===== config.mk =====
export PLATFORM = sky130hd
export DESIGN_NAME = early_detection_debouncer
export DESIGN_NICKNAME = d
export VERILOG_FILES = /design/src/rtl/early_debounce_pkg.sv /design/src/rtl/early_detection_debouncer_sync_2ff.sv /design/src/rtl/early_detection_debouncer.sv
export SDC_FILE = /design/constraint.sdc
export NUM_CORES = 1
export LEC_CHECK = 0
export ABC_AREA = 1
export CORE_MARGIN = 5
export CORE_UTILIZATION = 55
export CTS_CLUSTER_SIZE = 30
export DETAILED_ROUTE_END_ITERATION = 10
export PLACE_DENSITY = 0.72
export SKIP_LAST_GASP = 1
export SYNTH_ARGS = -nofsm -noshare
export SYNTH_HDL_FRONTEND = slang
export SYNTH_SLANG_ARGS = --single-unit

===== constraint.sdc =====
create_clock -name clk_i -period 2.4 [get_ports clk_i]
set_input_delay 0.48 -clock clk_i [delete_from_list [all_inputs] [get_ports clk_i]]
set_output_delay 0.48 -clock clk_i [all_outputs]
set_load 0.01 [all_outputs]

===== src/rtl/early_debounce_pkg.sv =====
// Shared types and sizing helper for the early-detection debouncer.
package early_debounce_pkg;

  typedef enum logic [1:0] {
    ZERO  = 2'd0,
    WAIT1 = 2'd1,
    ONE   = 2'd2,
    WAIT0 = 2'd3
  } debounce_state_t;

  // Lockout length in cycles: ceil(delay / period), never less than one.
  function automatic int unsigned lockout_cycles(input int unsigned delay_ns,
                                                 input int unsigned clk_period_ns);
    logic [63:0] n;
    if (clk_period_ns == 0) return 1;
    n = (64'(delay_ns) + 64'(clk_period_ns) - 64'd1) / 64'(clk_period_ns);
    if (n == 64'd0) n = 64'd1;
    return n[31:0];
  endfunction

endpackage


===== src/rtl/early_detection_debouncer_sync_2ff.sv =====
// 1-bit two-stage synchronizer, async active-low reset to 0.
module sync_2ff (
  input  logic clk_i,
  input  logic rst_ni,
  input  logic d_i,
  output logic q_o
);

  logic [1:0] sync_q;

  always_ff @(posedge clk_i or negedge rst_ni) begin
    if (!rst_ni) begin
      sync_q <= 2'b00;
    end else begin
      sync_q <= {sync_q[0], d_i};
    end
  end

  assign q_o = sync_q[1];

endmodule


===== src/rtl/early_detection_debouncer.sv =====
// Early-detection debouncer: first edge passes at once, then output is frozen for N cycles.
// Define EARLY_DEBOUNCE_SYNC_EN to put a 2-flop synchronizer in front of the FSM.
module early_detection_debouncer
  import early_debounce_pkg::*;
#(
  parameter int unsigned CLK_PERIOD_NS = 10,
  parameter int unsigned DELAY_NS      = 20_000_000
) (
  input  logic clk_i,
  input  logic rst_ni,
  input  logic btn_i,
  output logic debounced_o
);

  localparam int unsigned N      = lockout_cycles(DELAY_NS, CLK_PERIOD_NS);
  localparam int          CNT_W  = (N > 1) ? $clog2(N) : 1;
  localparam logic [CNT_W-1:0] RELOAD = CNT_W'(N - 1);

  logic btn_s;
  logic s;

`ifdef EARLY_DEBOUNCE_SYNC_EN
  sync_2ff u_sync (
    .clk_i  (clk_i),
    .rst_ni (rst_ni),
    .d_i    (btn_i),
    .q_o    (btn_s)
  );
`else
  assign btn_s = btn_i;
`endif

  // Unknown input reads as released so X never reaches the state register.
  assign s = (btn_s === 1'b1);

  debounce_state_t  state_q, state_d;
  logic [CNT_W-1:0] cnt_q, cnt_d;
  logic             out_q, out_d;

  always_ff @(posedge clk_i or negedge rst_ni) begin
    if (!rst_ni) begin
      state_q <= ZERO;
      cnt_q   <= '0;
      out_q   <= 1'b0;
    end else begin
      state_q <= state_d;
      cnt_q   <= cnt_d;
      out_q   <= out_d;
    end
  end

  always_comb begin
    state_d = state_q;
    cnt_d   = cnt_q;
    out_d   = out_q;
    case (state_q)
      ZERO: begin
        if (s) begin
          state_d = WAIT1;
          cnt_d   = RELOAD;
          out_d   = 1'b1;
        end
      end
      ONE: begin
        if (!s) begin
          state_d = WAIT0;
          cnt_d   = RELOAD;
          out_d   = 1'b0;
        end
      end
      WAIT1: begin
        if (cnt_q != '0) begin
          cnt_d = cnt_q - CNT_W'(1);
        end else if (s) begin
          state_d = ONE;
        end else begin
          state_d = WAIT0;
          cnt_d   = RELOAD;
          out_d   = 1'b0;
        end
      end
      WAIT0: begin
        if (cnt_q != '0) begin
          cnt_d = cnt_q - CNT_W'(1);
        end else if (!s) begin
          state_d = ZERO;
        end else begin
          state_d = WAIT1;
          cnt_d   = RELOAD;
          out_d   = 1'b1;
        end
      end
      default: begin
        state_d = ZERO;
        cnt_d   = '0;
        out_d   = 1'b0;
      end
    endcase
  end

  assign debounced_o = out_q;

endmodule


Word level (Yosys, flattened, before mapping)
Index checks and enable logic that the tools add are counted.

cells by class
  divide/modulo/power cells = 0
  mux-type cells = 17
  $lt $le $gt $ge = 0
  reductions and logical operators = 4
  multipliers = 0
  equality and inequality tests = 8
  $add $sub $neg = 1
  shift operators = 0
  bitwise operators = 0

operators by type and width
  operator               count
  $mux 21                4
  $pmux 21 s4            1
  $reduce_bool 21->1     1
  $sub 21x1->21 const B  1
  $mux 2                 4
  $ne 2x2->1 const B     4
  $pmux 2 s4             1
  $mux 1                 6
  $eq 2x2->1 const B     2
  $pmux 1 s4             1
  $reduce_and 4->1       1
  $eq 2x1->1 const B     1
  $logic_not 2->1        1
  $reduce_and 2->1       1
  $eqx 1x1->1 const B    1

word-level totals
  memories kept = 0
  bits in latches = 0
  ROM bits = 0
  word-level logic and storage cells = 33
  register bits after elaboration = 24
  bits of input ports = 3
  output and inout bits = 1
  RAM bits = 0

Longest topological paths before layout
  word-level depth = 4
  mapped depth = 11
  mapped depth without buffers = 11

Worst setup path after synthesis
Ideal clock, no wire load.

  path kind = register to register
  start point = reg state_q[1]
  end point = reg cnt_q[0]
  clock period less this slack = 1,637 ps
  path buffers = 2
  path slack = 763 ps
  required time = 2,280 ps
  stages on the path, launching flop included = 12
  arrival = 1,516 ps
  library setup time = 120 ps
  cells stage by stage = dfrtp_1 > inv_1 > ha_1 > buf_2 > or2_2 > nand2_4 > inv_2 > buf_6 > nand2_1 > nand3_1 > nand3_1 > nand2_1

on the way
  cells in the longest elaborated chain, start to end = 2
  elaborated cells on any way between the ends = 5
  those cells by class = eq/ne (3); mux (1); reduce/logical (1)

ends and longest elaborated chain
  what                                line                             source
  start: declaration                  early_detection_debouncer.sv:36  debounce_state_t state_q, state_d;
  start signal: assignment            early_detection_debouncer.sv:46  state_q <= state_d;
  $eq 2x2->1 (tied with other cells)  early_detection_debouncer.sv:56  case (state_q)
  $pmux 21 s4 *                       early_detection_debouncer.sv:56
  net cnt_d[0]                        early_detection_debouncer.sv:37  logic [CNT_W-1:0] cnt_q, cnt_d;
  end signal: assignment              early_detection_debouncer.sv:47  cnt_q <= cnt_d;
  end: declaration                    early_detection_debouncer.sv:37

The timed path passes the listed nets; every way through them passes the cells marked *.
A chain may end at the register's enable or synchronous reset.

Worst setup path after layout
  start point = reg cnt_q[0]
  end point = reg cnt_q[0]

on the way
  cells in the longest elaborated chain, start to end = 3
  elaborated cells on any way between the ends = 7
  those cells by class = add/sub (1); mux (5); reduce/logical (1)

ends and longest elaborated chain
  what                                   line
  $sub 21x1->21 (tied with other cells)  early_detection_debouncer.sv:73, early_detection_debouncer.sv:84
  $mux 21, on equally long branches      early_detection_debouncer.sv:83, early_detection_debouncer.sv:72
  $pmux 21 s4 *                          early_detection_debouncer.sv:56
  net cnt_d[0]                           early_detection_debouncer.sv:37

Marks and branches as above.

==> impl_metrics.toml <==
[setup_path]
critPathSlowestCell = "dfrtp_1"
critPathRequiredTime_ns = 2.57
arrival_ns = 2.05
critPathMaxStageDelay_ns = 0.40
cp_max_fo = 11
end_kind = "flop"
path_cells = "inv_1 > ha_1 > and3_1 > nand3_4 > nand2_4 > inv_2 > nand2_1 > nand3_1 > nand3_1 > nand2_1"
setup.worst_path.class = "reg -> reg"
setup.worst_path.start_class = "flop"

[final_layout]
layout_commonest_cell = "nand2_1"
nNetsFinal = 333
area_delta_synth_final_pct = 6.50
finish.utilization_pct = 60.4
final_area_um2 = 2190
final_cell_mix = "nand2_1, nand3_1, nor2_1"
antenna_cells = 0
post_layout_nonfiller_instances = 371
drive_gt1_share_pct = 10.8

[yosys]
synth_edf_count = 0
netlist-cell-type-count = 35
synth.ff_latch_count = 24
ys.flop_type = "dfrtp_1"
synthCells = 321
synth_area_um2 = 2060
yosysSeqAreaShare_pct = 29.1
yosys_warnings = 0
synth_nets = 330
synth-async-reset-ratio_pct = 100
synth.avg_cell_area_um2 = 6.42

[run]
cap_violations = 0

[global_route]
grt_usage_pct = 20.7
grt_pass1_vias = 1767
grt_pass1_wl_um = 8560
grt_max_degree = 30
antenna_found_initial = 0
gr-total-overflow = 0

[floorplanning]
die_area_um2 = 5070
rows = 22
die_x_um = 71.2
initial_core_util_pct = 56.7
die_h_um = 71.2
ios = 4
coreArea_um2 = 3630

[detailed_routing]
ant_nets = 0
wl_um = 5000
first_pass_iters = 5
via_count = 2046
vias_per_cell = 5.51
drtIter0Drc = 261
wl_per_cell_um = 13.5
drc = 0

[cts]
cts_buffer_depth = 2
clk_pin_slew_ns = 0.09
htreeDepth = 1
tritoncts = "built"
cts.repair.resized = 0
clock_sinks = 24
cts-buffers-inserted = 3
clockRootBuffer = "clkbuf_8"
postCtsHoldBufs = 0
clk_latency_ns = 0.28
cts_post_setup_buffers_inserted = 0

[sta]
hold_violations = 0
rsz0062_at_grt = "false"
finalCritPeriodShare_pct = 78.1
clock_skew_ns = 0.00468
slew_viol_final = 0
setup_violations = 0
max_freq_mhz = 533
max_slew_margin_pct = 70.4
worst_pin_slew_ns = 0.444
setup_tns_ns = 0
fin_crit_ns = 1.87

[run_status]
status = "complete, no violations"

[place]
place_area_um2 = 2140
port_buffers = 3
dp_hpwl_um = 3630
dpl.cell_count = 367
gp_congestion = 0.923

[pwr]
p_leak_nw = 1.11
combPwrFrac_pct = 61.3
p_clk_share_pct = 10.4
p_seq_share_pct = 28.3
p_int_mw = 1.31
powerDensity_nw_per_um2 = 1270
max-vdd-ir-drop_v = 0.000689
p_sw_mw = 1.47
p_sw_share_pct = 52.8

[worst_hold_path]
hold_class = "reg -> reg"
[area by class of cell]
class / instances / area, um2
fillers: 365 / 1440
multi-input cells: 257 / 1290
flip-flops and latches: 24 / 601
inverters: 29 / 109
repair buffers: 9 / 75.1
well taps: 48 / 60.1
clock buffers: 4 / 55.1
[critical path, delay by kind of cell, from the launching register on]
kind	cells	cell delay [ns]
fa+ha+maj	1	0.25
flops	1	0.40
buf+inv	2	0.28
simple gates	7	0.85
[path summary, 6_finish.rpt]
path	from	cells past startpoint	end	slack [ns]
worst min-delay path	cnt_q[0]	2	cnt_q[0]	0.54
max in group asynchronous	rst_ni	2	cnt_q[13]	1.61
worst max register to register	cnt_q[0]	10	cnt_q[0]	0.53
worst max-delay path	cnt_q[0]	10	cnt_q[0]	0.53
min in group asynchronous	rst_ni	2	cnt_q[17]	0.55
worst min register to register	cnt_q[0]	2	cnt_q[0]	0.54
[per-layer routing]
metal | share of wire, % | GRT usage, % | vias up
met5 | 0 | 0 | -
met3 | 5.5 | 2.66 | 7
met2 | 45 | 31.0 | 63
met4 | 1.4 | 6.26 | 0
met1 | 49 | 31.1 | 927
li1 | - | - | 1049
[logic make-up after synthesis]
logic type	Yosys count	share of synthesized area, %
DFF	24	29.1
buffers and inverters	40	8.01
xor gates and xnor gates	6	2.55
muxes	1	0.486
adders and majority gates	6	3.64
AOI/OAI and AO/OA	37	9.84
and+or+nand+nor	207	46.3
[sequential cells by signal, indices dropped and copies added, names as in the netlist]
| name | count |
|---|---|
| state_q | 2 |
| debounced_o | 1 |
| cnt_q | 21 |
[synth_stat cells, drive strengths merged, types with 2 or more instances]
master | count | area, um2
nand2 | 103 | 402
nand3 | 48 | 263
nor2 | 39 | 181
inv | 28 | 105
dfrtp | 24 | 601
o21ai | 24 | 124
nand4 | 9 | 56.3
a21oi | 7 | 35.0
clkbuf | 6 | 22.5
ha | 6 | 75.1
buf | 5 | 33.8
or2 | 5 | 31.3
xor2 | 5 | 43.8
nor3 | 2 | 15.0
o211ai | 2 | 15.0
[power groups by stage]
stage / clock, mW / combinational (mW) / sequential (mW)
2_1_floorplan: 0 / 1.37 / 0.735
3_5_place_dp: 0 / 1.69 / 0.786
5_1_grt: 0.314 / 1.94 / 0.814
6_report: 0.289 / 1.70 / 0.787
3_3_place_gp: 0 / 1.66 / 0.789
4_1_cts: 0.297 / 1.69 / 0.781
[metrics by stage]
step / setup slack [ns] / hold WS [ns] / power (mW)
detailed placement: 0.487 / 0.527 / 2.47
global placement: 0.512 / 0.520 / 2.45
global route: 0.428 / 0.592 / 3.06
floorplan: 0.763 / 0.184 / 2.11
finish: 0.525 / 0.544 / 2.78
CTS: 0.559 / 0.549 / 2.77
Power figures use the tool's default switching activity.
